[config.mk]
export PLATFORM = sky130hd
export DESIGN_NAME = click_mux_2_sync_flat
export DESIGN_NICKNAME = d
export VERILOG_FILES = /design/src/rtl/click_mux_2_sync_if.sv /design/src/rtl/click_mux_2_sync.sv /design/src/flat_wrapper.sv
export SDC_FILE = /design/constraint.sdc
export NUM_CORES = 1
export LEC_CHECK = 0
export ABC_AREA = 1
export CAP_MARGIN = 25
export CORE_MARGIN = 4
export CORE_UTILIZATION = 43
export CTS_BUF_LIST = sky130_fd_sc_hd__clkbuf_2
export DETAILED_ROUTE_END_ITERATION = 8
export PLACE_DENSITY_LB_ADDON = 0.15
export SYNTH_ARGS = -nofsm -noshare
export SYNTH_HDL_FRONTEND = slang
export SYNTH_SLANG_ARGS = --single-unit
[constraint.sdc]
create_clock -name clk -period 1.08 [get_ports clk]
set_input_delay 0.162 -clock clk [delete_from_list [all_inputs] [get_ports clk]]
set_output_delay 0.162 -clock clk [all_outputs]
set_load 0.05 [all_outputs]
[src/rtl/click_mux_2_sync_if.sv]
// ============================================================================
// Module      : click_mux_2_sync_if
// Description : Two-phase bundled-data channels for the click merge (B, C, sel -> A).
// Revision    : 1.0
// ============================================================================
`default_nettype none

interface click_mux_2_sync_if #(
  parameter int DATA_WIDTH = 8
);
  logic                  inb_req;
  logic                  inb_ack;
  logic [DATA_WIDTH-1:0] inb_data;
  logic                  inc_req;
  logic                  inc_ack;
  logic [DATA_WIDTH-1:0] inc_data;
  logic                  sel_req;
  logic                  sel_ack;
  logic                  sel_data;
  logic                  outa_req;
  logic                  outa_ack;
  logic [DATA_WIDTH-1:0] outa_data;

  modport slave (
    input  inb_req, inb_data, inc_req, inc_data, sel_req, sel_data, outa_ack,
    output inb_ack, inc_ack, sel_ack, outa_req, outa_data
  );

  modport master (
    output inb_req, inb_data, inc_req, inc_data, sel_req, sel_data, outa_ack,
    input  inb_ack, inc_ack, sel_ack, outa_req, outa_data
  );
endinterface

`default_nettype wire

[src/rtl/click_mux_2_sync.sv]
// ============================================================================
// Module      : click_mux_2_sync
// Description : Clocked two-phase merge; one sel token then the selected B/C token
//               is forwarded on A. All incoming req/ack edges are synchronised.
// Revision    : 1.0
// ============================================================================
`default_nettype none

module click_mux_2_sync #(
  parameter int   DATA_WIDTH     = 8,
  parameter int   SYNC_STAGES    = 2,
  parameter logic PHASE_INIT_A   = 1'b0,
  parameter logic PHASE_INIT_B   = 1'b0,
  parameter logic PHASE_INIT_C   = 1'b0,
  parameter logic PHASE_INIT_SEL = 1'b0
) (
  input  logic                 clk,
  input  logic                 rst_n,
  click_mux_2_sync_if.slave    bus
);

  // Fewer than two flops would not be a synchroniser; clamp rather than break.
  localparam int NSYNC = (SYNC_STAGES < 2) ? 2 : SYNC_STAGES;

  typedef enum logic [1:0] {
    S_IDLE      = 2'd0,
    S_WAIT_DATA = 2'd1,
    S_BUSY      = 2'd2
  } state_e;

  logic [NSYNC-1:0]      inb_sync_q;
  logic [NSYNC-1:0]      inc_sync_q;
  logic [NSYNC-1:0]      sel_sync_q;
  logic [NSYNC-1:0]      ack_sync_q;

  state_e                state_q;
  logic                  sel_q;
  logic                  outa_req_q;
  logic                  inb_ack_q;
  logic                  inc_ack_q;
  logic                  sel_ack_q;
  logic [DATA_WIDTH-1:0] outa_data_q;

  logic                  w_inb_pend;
  logic                  w_inc_pend;
  logic                  w_sel_pend;
  logic                  w_out_done;
  logic                  w_take_b;
  logic                  w_take_c;

  always_ff @(posedge clk or negedge rst_n) begin
    if (!rst_n) begin
      inb_sync_q <= {NSYNC{PHASE_INIT_B}};
      inc_sync_q <= {NSYNC{PHASE_INIT_C}};
      sel_sync_q <= {NSYNC{PHASE_INIT_SEL}};
      ack_sync_q <= {NSYNC{PHASE_INIT_A}};
    end else begin
      inb_sync_q <= {inb_sync_q[NSYNC-2:0], bus.inb_req};
      inc_sync_q <= {inc_sync_q[NSYNC-2:0], bus.inc_req};
      sel_sync_q <= {sel_sync_q[NSYNC-2:0], bus.sel_req};
      ack_sync_q <= {ack_sync_q[NSYNC-2:0], bus.outa_ack};
    end
  end

  assign w_inb_pend = inb_sync_q[NSYNC-1] ^ inb_ack_q;
  assign w_inc_pend = inc_sync_q[NSYNC-1] ^ inc_ack_q;
  assign w_sel_pend = sel_sync_q[NSYNC-1] ^ sel_ack_q;
  assign w_out_done = (ack_sync_q[NSYNC-1] == outa_req_q);
  // The unselected channel is never sampled, even when it is pending.
  assign w_take_b   = sel_q & w_inb_pend;
  assign w_take_c   = ~sel_q & w_inc_pend;

  always_ff @(posedge clk or negedge rst_n) begin
    if (!rst_n) begin
      state_q     <= S_IDLE;
      sel_q       <= 1'b0;
      outa_req_q  <= PHASE_INIT_A;
      inb_ack_q   <= PHASE_INIT_B;
      inc_ack_q   <= PHASE_INIT_C;
      sel_ack_q   <= PHASE_INIT_SEL;
      outa_data_q <= '0;
    end else begin
      case (state_q)
        S_IDLE: begin
          if (w_sel_pend) begin
            sel_q   <= bus.sel_data;
            state_q <= S_WAIT_DATA;
          end
        end
        S_WAIT_DATA: begin
          if (w_take_b) begin
            outa_data_q <= bus.inb_data;
            inb_ack_q   <= ~inb_ack_q;
            outa_req_q  <= ~outa_req_q;
            sel_ack_q   <= ~sel_ack_q;
            state_q     <= S_BUSY;
          end else if (w_take_c) begin
            outa_data_q <= bus.inc_data;
            inc_ack_q   <= ~inc_ack_q;
            outa_req_q  <= ~outa_req_q;
            sel_ack_q   <= ~sel_ack_q;
            state_q     <= S_BUSY;
          end
        end
        S_BUSY: begin
          if (w_out_done) begin
            state_q <= S_IDLE;
          end
        end
        default: begin
          state_q <= S_IDLE;
        end
      endcase
    end
  end

  assign bus.outa_req  = outa_req_q;
  assign bus.outa_data = outa_data_q;
  assign bus.inb_ack   = inb_ack_q;
  assign bus.inc_ack   = inc_ack_q;
  assign bus.sel_ack   = sel_ack_q;

endmodule

`default_nettype wire

[src/flat_wrapper.sv]
// flat-port wrapper written by rule: the top's interface ports become plain ports
module click_mux_2_sync_flat 
#(
  parameter int   DATA_WIDTH     = 8,
  parameter int   SYNC_STAGES    = 2,
  parameter logic PHASE_INIT_A   = 1'b0,
  parameter logic PHASE_INIT_B   = 1'b0,
  parameter logic PHASE_INIT_C   = 1'b0,
  parameter logic PHASE_INIT_SEL = 1'b0
)
  (clk, rst_n, bus_inb_req, bus_inb_data, bus_inc_req, bus_inc_data, bus_sel_req, bus_sel_data, bus_outa_ack, bus_inb_ack, bus_inc_ack, bus_sel_ack, bus_outa_req, bus_outa_data);
  click_mux_2_sync_if #(.DATA_WIDTH(DATA_WIDTH)) bus_i ();
  input  logic clk;
  input  logic rst_n;
  input wire logic [$bits(bus_i.inb_req)-1:0] bus_inb_req;
  input wire logic [$bits(bus_i.inb_data)-1:0] bus_inb_data;
  input wire logic [$bits(bus_i.inc_req)-1:0] bus_inc_req;
  input wire logic [$bits(bus_i.inc_data)-1:0] bus_inc_data;
  input wire logic [$bits(bus_i.sel_req)-1:0] bus_sel_req;
  input wire logic [$bits(bus_i.sel_data)-1:0] bus_sel_data;
  input wire logic [$bits(bus_i.outa_ack)-1:0] bus_outa_ack;
  output wire logic [$bits(bus_i.inb_ack)-1:0] bus_inb_ack;
  output wire logic [$bits(bus_i.inc_ack)-1:0] bus_inc_ack;
  output wire logic [$bits(bus_i.sel_ack)-1:0] bus_sel_ack;
  output wire logic [$bits(bus_i.outa_req)-1:0] bus_outa_req;
  output wire logic [$bits(bus_i.outa_data)-1:0] bus_outa_data;
  assign bus_i.inb_req = bus_inb_req;
  assign bus_i.inb_data = bus_inb_data;
  assign bus_i.inc_req = bus_inc_req;
  assign bus_i.inc_data = bus_inc_data;
  assign bus_i.sel_req = bus_sel_req;
  assign bus_i.sel_data = bus_sel_data;
  assign bus_i.outa_ack = bus_outa_ack;
  assign bus_inb_ack = bus_i.inb_ack;
  assign bus_inc_ack = bus_i.inc_ack;
  assign bus_sel_ack = bus_i.sel_ack;
  assign bus_outa_req = bus_i.outa_req;
  assign bus_outa_data = bus_i.outa_data;
  click_mux_2_sync #(.DATA_WIDTH(DATA_WIDTH), .SYNC_STAGES(SYNC_STAGES), .PHASE_INIT_A(PHASE_INIT_A), .PHASE_INIT_B(PHASE_INIT_B), .PHASE_INIT_C(PHASE_INIT_C), .PHASE_INIT_SEL(PHASE_INIT_SEL)) u_core (.clk(clk), .rst_n(rst_n), .bus(bus_i));
endmodule
## Yosys cells after proc, flatten, opt, wreduce, memory -nomap -nowiden

Cells that the tools add are included.

| operators by class | value |
|---|---|
| add/subtract/negate cells | 0 |
| bitwise logic cells | 11 |
| reduce and logical (&&, ||, !) cells | 7 |
| $mul | 0 |
| multiplexer cells | 11 |
| equal/unequal tests | 6 |
| shifts and indexed selects | 0 |
| order comparisons | 0 |
| divide/modulo/power cells | 0 |

Operator list:

| cell | count |
|---|---|
| $mux W8 | 2 |
| $mux W2 | 4 |
| $not A1 Y1 | 6 |
| $pmux W2 S3 | 1 |
| $reduce_and A2 Y1 | 3 |
| $reduce_and A3 Y1 | 2 |
| $mux W1 | 4 |
| $ne A2 B1 Y1 const B | 2 |
| $ne A3 B1 Y1 const B | 1 |
| $xor A1 B1 Y1 | 3 |
| $and A1 B1 Y1 | 2 |
| $eq A2 B1 Y1 const B | 1 |
| $eq A2 B2 Y1 const B | 1 |
| $logic_not A2 Y1 | 1 |
| $reduce_bool A2 Y1 | 1 |
| $eq A1 B1 Y1 | 1 |

| storage, ports and cells | value |
|---|---|
| ROM bits | 0 |
| RAM bits | 0 |
| latch bits | 0 |
| memories | 0 |
| bits in registers | 23 |
| input bits | 23 |

## Logic depth before layout (Yosys ltp)

| depth | value |
|---|---|
| depth in word-level cells | 5 |
| mapped depth | 7 |
| gate-level depth less buffers | 7 |

## Least setup slack after synthesis

No wires, ideal clock.

| path | value |
|---|---|
| path type | register to register |
| start | register u_core.inb_ack_q, in the netlist u_core.bus.inb_ack |
| end | register u_core.outa_req_q, in the netlist u_core.bus.outa_req |
| data required time | 962 ps |
| clock period less this slack | 1,415 ps |
| cell stages (with the launch flop) | 7 |
| slack | -335 ps |
| data arrival time | 1,297 ps |
| setup time | 118 ps |
| path buffers | 1 |
| cells stage by stage | dfrtp_1 inv_2 nand2_8 nand3_4 buf_6 nand3_2 nand2_1 |

| on the way | value |
|---|---|
| word-level cells in the longest chain between the ends | 4 |
| elaborated cells on any way between the ends | 5 |
| those cells by class | mux (1); bitwise (2); reduce/logical (2) |

RTL lines:

| item | RTL line | text |
|---|---|---|
| start, declared | click_mux_2_sync.sv:39 | `logic inb_ack_q;` |
| start signal, assigned | click_mux_2_sync.sv:93 | `inb_ack_q <= ~inb_ack_q;` |
| $xor A1 B1 Y1 * | click_mux_2_sync.sv:65 | `assign w_inb_pend = inb_sync_q[NSYNC-1] ^ inb_ack_q;` |
| $and A1 B1 Y1 * | click_mux_2_sync.sv:70 | `assign w_take_b = sel_q & w_inb_pend;` |
| $reduce_bool A2 Y1 (no source line) | - |  |
| $reduce_and A2 Y1 (no source line) | - |  |
| end signal, assigned | click_mux_2_sync.sv:94 | `outa_req_q <= ~outa_req_q;` |
| end signal, assigned | click_mux_2_sync.sv:100 | `outa_req_q <= ~outa_req_q;` |
| end, declared | click_mux_2_sync.sv:38 | `logic outa_req_q;` |

Every way passes the cells marked *; elsewhere a longest branch is shown, timed or not.
A chain may end at the register's enable or synchronous reset.

## Worst setup path in the final report

| path | value |
|---|---|
| start | register u_core.state_q[0] |
| end | register u_core.outa_data_q[6], in the netlist u_core.bus.outa_data[6] |

| on the way | value |
|---|---|
| word-level cells in the longest chain between the ends | 2 |

RTL lines:

| item | RTL line | text |
|---|---|---|
| start, declared | click_mux_2_sync.sv:36 | `state_e state_q;` |
| start signal, assigned | click_mux_2_sync.sv:75 | `state_q <= S_IDLE;` |
| start signal, assigned | click_mux_2_sync.sv:87 | `state_q <= S_WAIT_DATA;` |
| start signal, assigned | click_mux_2_sync.sv:96 | `state_q <= S_BUSY;` |
| $eq A2 B1 Y1 | click_mux_2_sync.sv:83 | `case (state_q)` |
| $reduce_and A2 Y1 (no source line) | - |  |
| end signal, assigned | click_mux_2_sync.sv:92 | `outa_data_q <= bus.inb_data;` |
| end signal, assigned | click_mux_2_sync.sv:98 | `outa_data_q <= bus.inc_data;` |
| end, declared | click_mux_2_sync.sv:42 | `logic [DATA_WIDTH-1:0] outa_data_q;` |

No other way between the ends.

==> summary.md <==
| Metric | Value |
|---|---|
| Sw frac | `44.3%` |
| Power, Total | `6.09 mW` |
| Tightest hold margin | `157 ps` |
| Layout area overhead | `78.0%` |
| Post-CTS Hold Fix Bufs | `0` |
| FF-to-FF path depth | `6` |
| Yosys top cell by area | `dfrtp_1` |
| Initial core utilization | `44.8%` |
| Seq cells post-synth | `23` |
| Number of buffers created by CTS | `3` |
| Hold crit path type | `primary input to async pin` |
| Clk Tree Root Cell | `clkbuf_2` |
| Distinct cell type count of the synthesized netlist | `19` |
| TritonCTS clock tree | `built` |
| Violation count after the first detailed-route iteration | `23` |
| Number of sinks handled by clock tree synthesis | `23` |
| Commonest cells after routing, fill and taps aside | `nand2_1, clkdlybuf4s50_1, buf_4, dfrtp_1, buf_12` |
| Max-cap check violation count | `0` |
| Combinational share of power | `69.3%` |
| Top achievable clock speed | `0.799 GHz` |
| Global-route wire length before repair | `4890 um` |
| Most common cell after layout, fill and taps aside | `nand2_1` |
| Routability congestion estimate from global placement | `0.788` |
| Fraction of layout instances using a drive strength above 1 | `47.5%` |
| Result of the run | `finished, violations left` |
| Setup repair after global routing missed its margin | `true` |
| Bufs on Longest Clock Path | `2` |
| Share of total power in sequential cells | `25.1%` |
| Worst setup slack for register-to-register paths | `-170 ps` |
| Kind of end point of the critical path | `flop` |
| Number of ports placed on the die boundary | `35` |
| Capturing point of the worst reg2reg path | `u_core.bus.outa_data[6]` |
| Final count of pins violating max slew | `0` |
| Sequential share of the synthesized area | `51.9%` |
| Die Height | `58.8 um` |
| Fraction of post-synthesis cell area in the top cell type by area | `51.9%` |
| Worst setup timing slack at the placement stage | `-139 ps` |
| Endpoint arrival time on the critical path | `1510 ps` |
| Part of the power in the clock network | `5.6%` |
| Post-route fraction of the period consumed by the critical path | `116%` |
| Capture point of the critical path | `u_core.bus.outa_data[6]` |
| Netlist area before placement | `1110 um^2` |
| Number of search-and-repair iterations in the first detailed-routing pass | `4` |
| Violated checks | `negative setup slack` |
| Number of DRC violations after detailed routing | `0` |
| Sw Pwr | `2.70 mW` |
| Routed vias/inst | `4.92` |
| Ant diodes | `0` |
| Number of antenna violations at the first check in global routing | `0` |
| Largest net degree at the start of global routing | `24` |
| Power density over the cells | `3080 nW/um^2` |
| Post-synthesis average cell area | `10.1 um^2` |
| Count of standard-cell rows | `18` |
| Clock-pin slew on the worst setup and hold paths | `210 ps` |
| Cell Count, Final, Fillers Out | `207` |
| Number of hold violations in the final report | `0` |
| Startpoint-to-endpoint class of the critical path | `flop to flop` |
| Clock latency at the later pin of the worst-skew pair | `310 ps` |
| Worst-margin pin slew | `215 ps` |
| Worst Slack Setup Final | `-171 ps` |
| Die Area | `3460 um^2` |
| Count of input and output buffers | `34` |
| Static power due to leakage | `0.948 nW` |
| Time the final worst path needs with I/O delays and setup | `1250 ps` |
| Via count of the first global-routing pass | `1107` |
| Clock H-tree levels | `1` |
| Rel. slew slack | `85.7%` |
| Total half-perimeter wirelength after legalization and detailed placement | `2010 um` |
| Cell-internal power | `3.39 mW` |
| Antenna viol nets, final | `0` |
| Kind of start point of the critical path | `flop` |
| Total overflow reported by the global router | `0` |
| Leading cell types by total area after synthesis | `dfrtp_1, nand2_1, nand3_2, nand3_4, nand4_1` |
| Highest fanout seen on the critical path | `10` |
| VDD IR max | `2.11 mV` |
| Layout Skew | `11.3 ps` |
| Number of fill cells in the layout | `149` |
| Dpl cells | `188` |
| Ys Warns | `0` |
| Vias after detailed routing | `1018` |
| Worst flop-to-flop path startpoint | `u_core.state_q[0]` |
| Data required time at the worst endpoint | `1340 ps` |
| Net count reported at finish | `201` |
| Area of the core region | `2480 um^2` |
| DR WL/cell | `14.3 um` |
| Number of nets in the synthesized netlist | `133` |
| Total wire length after detailed routing | `2970 um` |
| Total global routing track utilization | `18.4%` |
| Die W | `58.8 um` |
| Post-synthesis cell count | `110` |
| Setup-failing EPs final | `24` |
| Startpoint of the worst setup timing path | `u_core.state_q[0]` |
## critical path, stage by stage, from the launching register on
cell and delay, ps:
dfrtp_1 470, inv_2 80, nor2_4 190, nand3_4 150, nand2_4 170, nand2_1 80, nand2_1 80
## cell families after synthesis
logic type	synth area share, %
compound gates	1.58
simple gates	38.6
xor+xnor	3.16
buf+inv	4.85
flops	51.9
## registers in the layout, summed over array words and instances (netlist names)
signal	count
u_core.inc_sync_q	2
u_core.bus.sel_ack	1
u_core.state_q	2
u_core.bus.outa_data	8
u_core.bus.inb_ack	1
u_core.ack_sync_q	2
u_core.inb_sync_q	2
u_core.sel_sync_q	2
u_core.bus.outa_req	1
u_core.bus.inc_ack	1
u_core.sel_q	1
## power by group through the flow
stage | Combinational, mW | Sequential [mW] | Clock [mW]
detailed placement | 3.48 | 1.58 | 0
floorplan | 1.18 | 2.21 | 0
finish | 4.23 | 1.53 | 0.341
global placement | 3.40 | 1.56 | 0
CTS | 4.10 | 1.50 | 0.356
global route | 4.51 | 1.56 | 0.385
## worst min path at each step
stage / to / startpoint / slack (ps)
global route: u_core.bus.outa_data[3] / rst_n / 150
finish: u_core.bus.inb_ack / rst_n / 160
CTS: u_core.bus.outa_data[3] / rst_n / 150
global placement: u_core.inc_sync_q[1] / u_core.inc_sync_q[0] / 330
floorplan: u_core.ack_sync_q[0] / rst_n / -130
detailed placement: u_core.sel_sync_q[1] / u_core.sel_sync_q[0] / 340
## cell usage after synthesis
library cell	n
buf_6	1
buf_2	1
nand3_2	9
xor2_1	3
a21oi_2	2
inv_1	3
nand4_1	8
nor2_1	1
nand2_2	2
dfrtp_1	23
inv_2	3
nand3_1	5
xnor2_1	1
or2_4	1
nor2_4	1
nand2_8	1
nand3_4	3
buf_8	1
nand2_1	41
## stage by stage
stage | cell area [um^2] | setup TNS, ps | util (%)
3_5_place_dp | 1740 | -1330 | 70.3
5_1_grt | 1980 | -3810 | 79.7
3_3_place_gp | 1740 | -1030 | 70.3
4_1_cts | 1930 | -1920 | 78.1
2_1_floorplan | 1130 | -1890 | -
6_report | 1980 | -2140 | 79.7
## final cells by class
type	instances	area [um^2]	area share, %
clock buffer	4	20.0	1.01
inverter	6	25.0	1.27
multi-input combinational	79	567	28.7
sequential	23	583	29.5
tap	30	37.5	1.90
timing repair buffer	65	743	37.6
## routing by layer
layer  vias to the layer above  wire (um)  global-route usage [%]
met5                         -          0                       0
met4                         0         66                    4.85
met3                         7        180                    3.95
met2                        26       1540                    33.0
met1                       487       1180                    22.2
li1                        498          -                       -
## what timing repair did
item,in CTS,in global routing
setup endpoints to repair,25,27
setup buffers,13,2
gates cloned,1,0
gates resized for setup,16,8
pin swaps,12,4
Note: power is estimated with default switching activity, not from simulation.
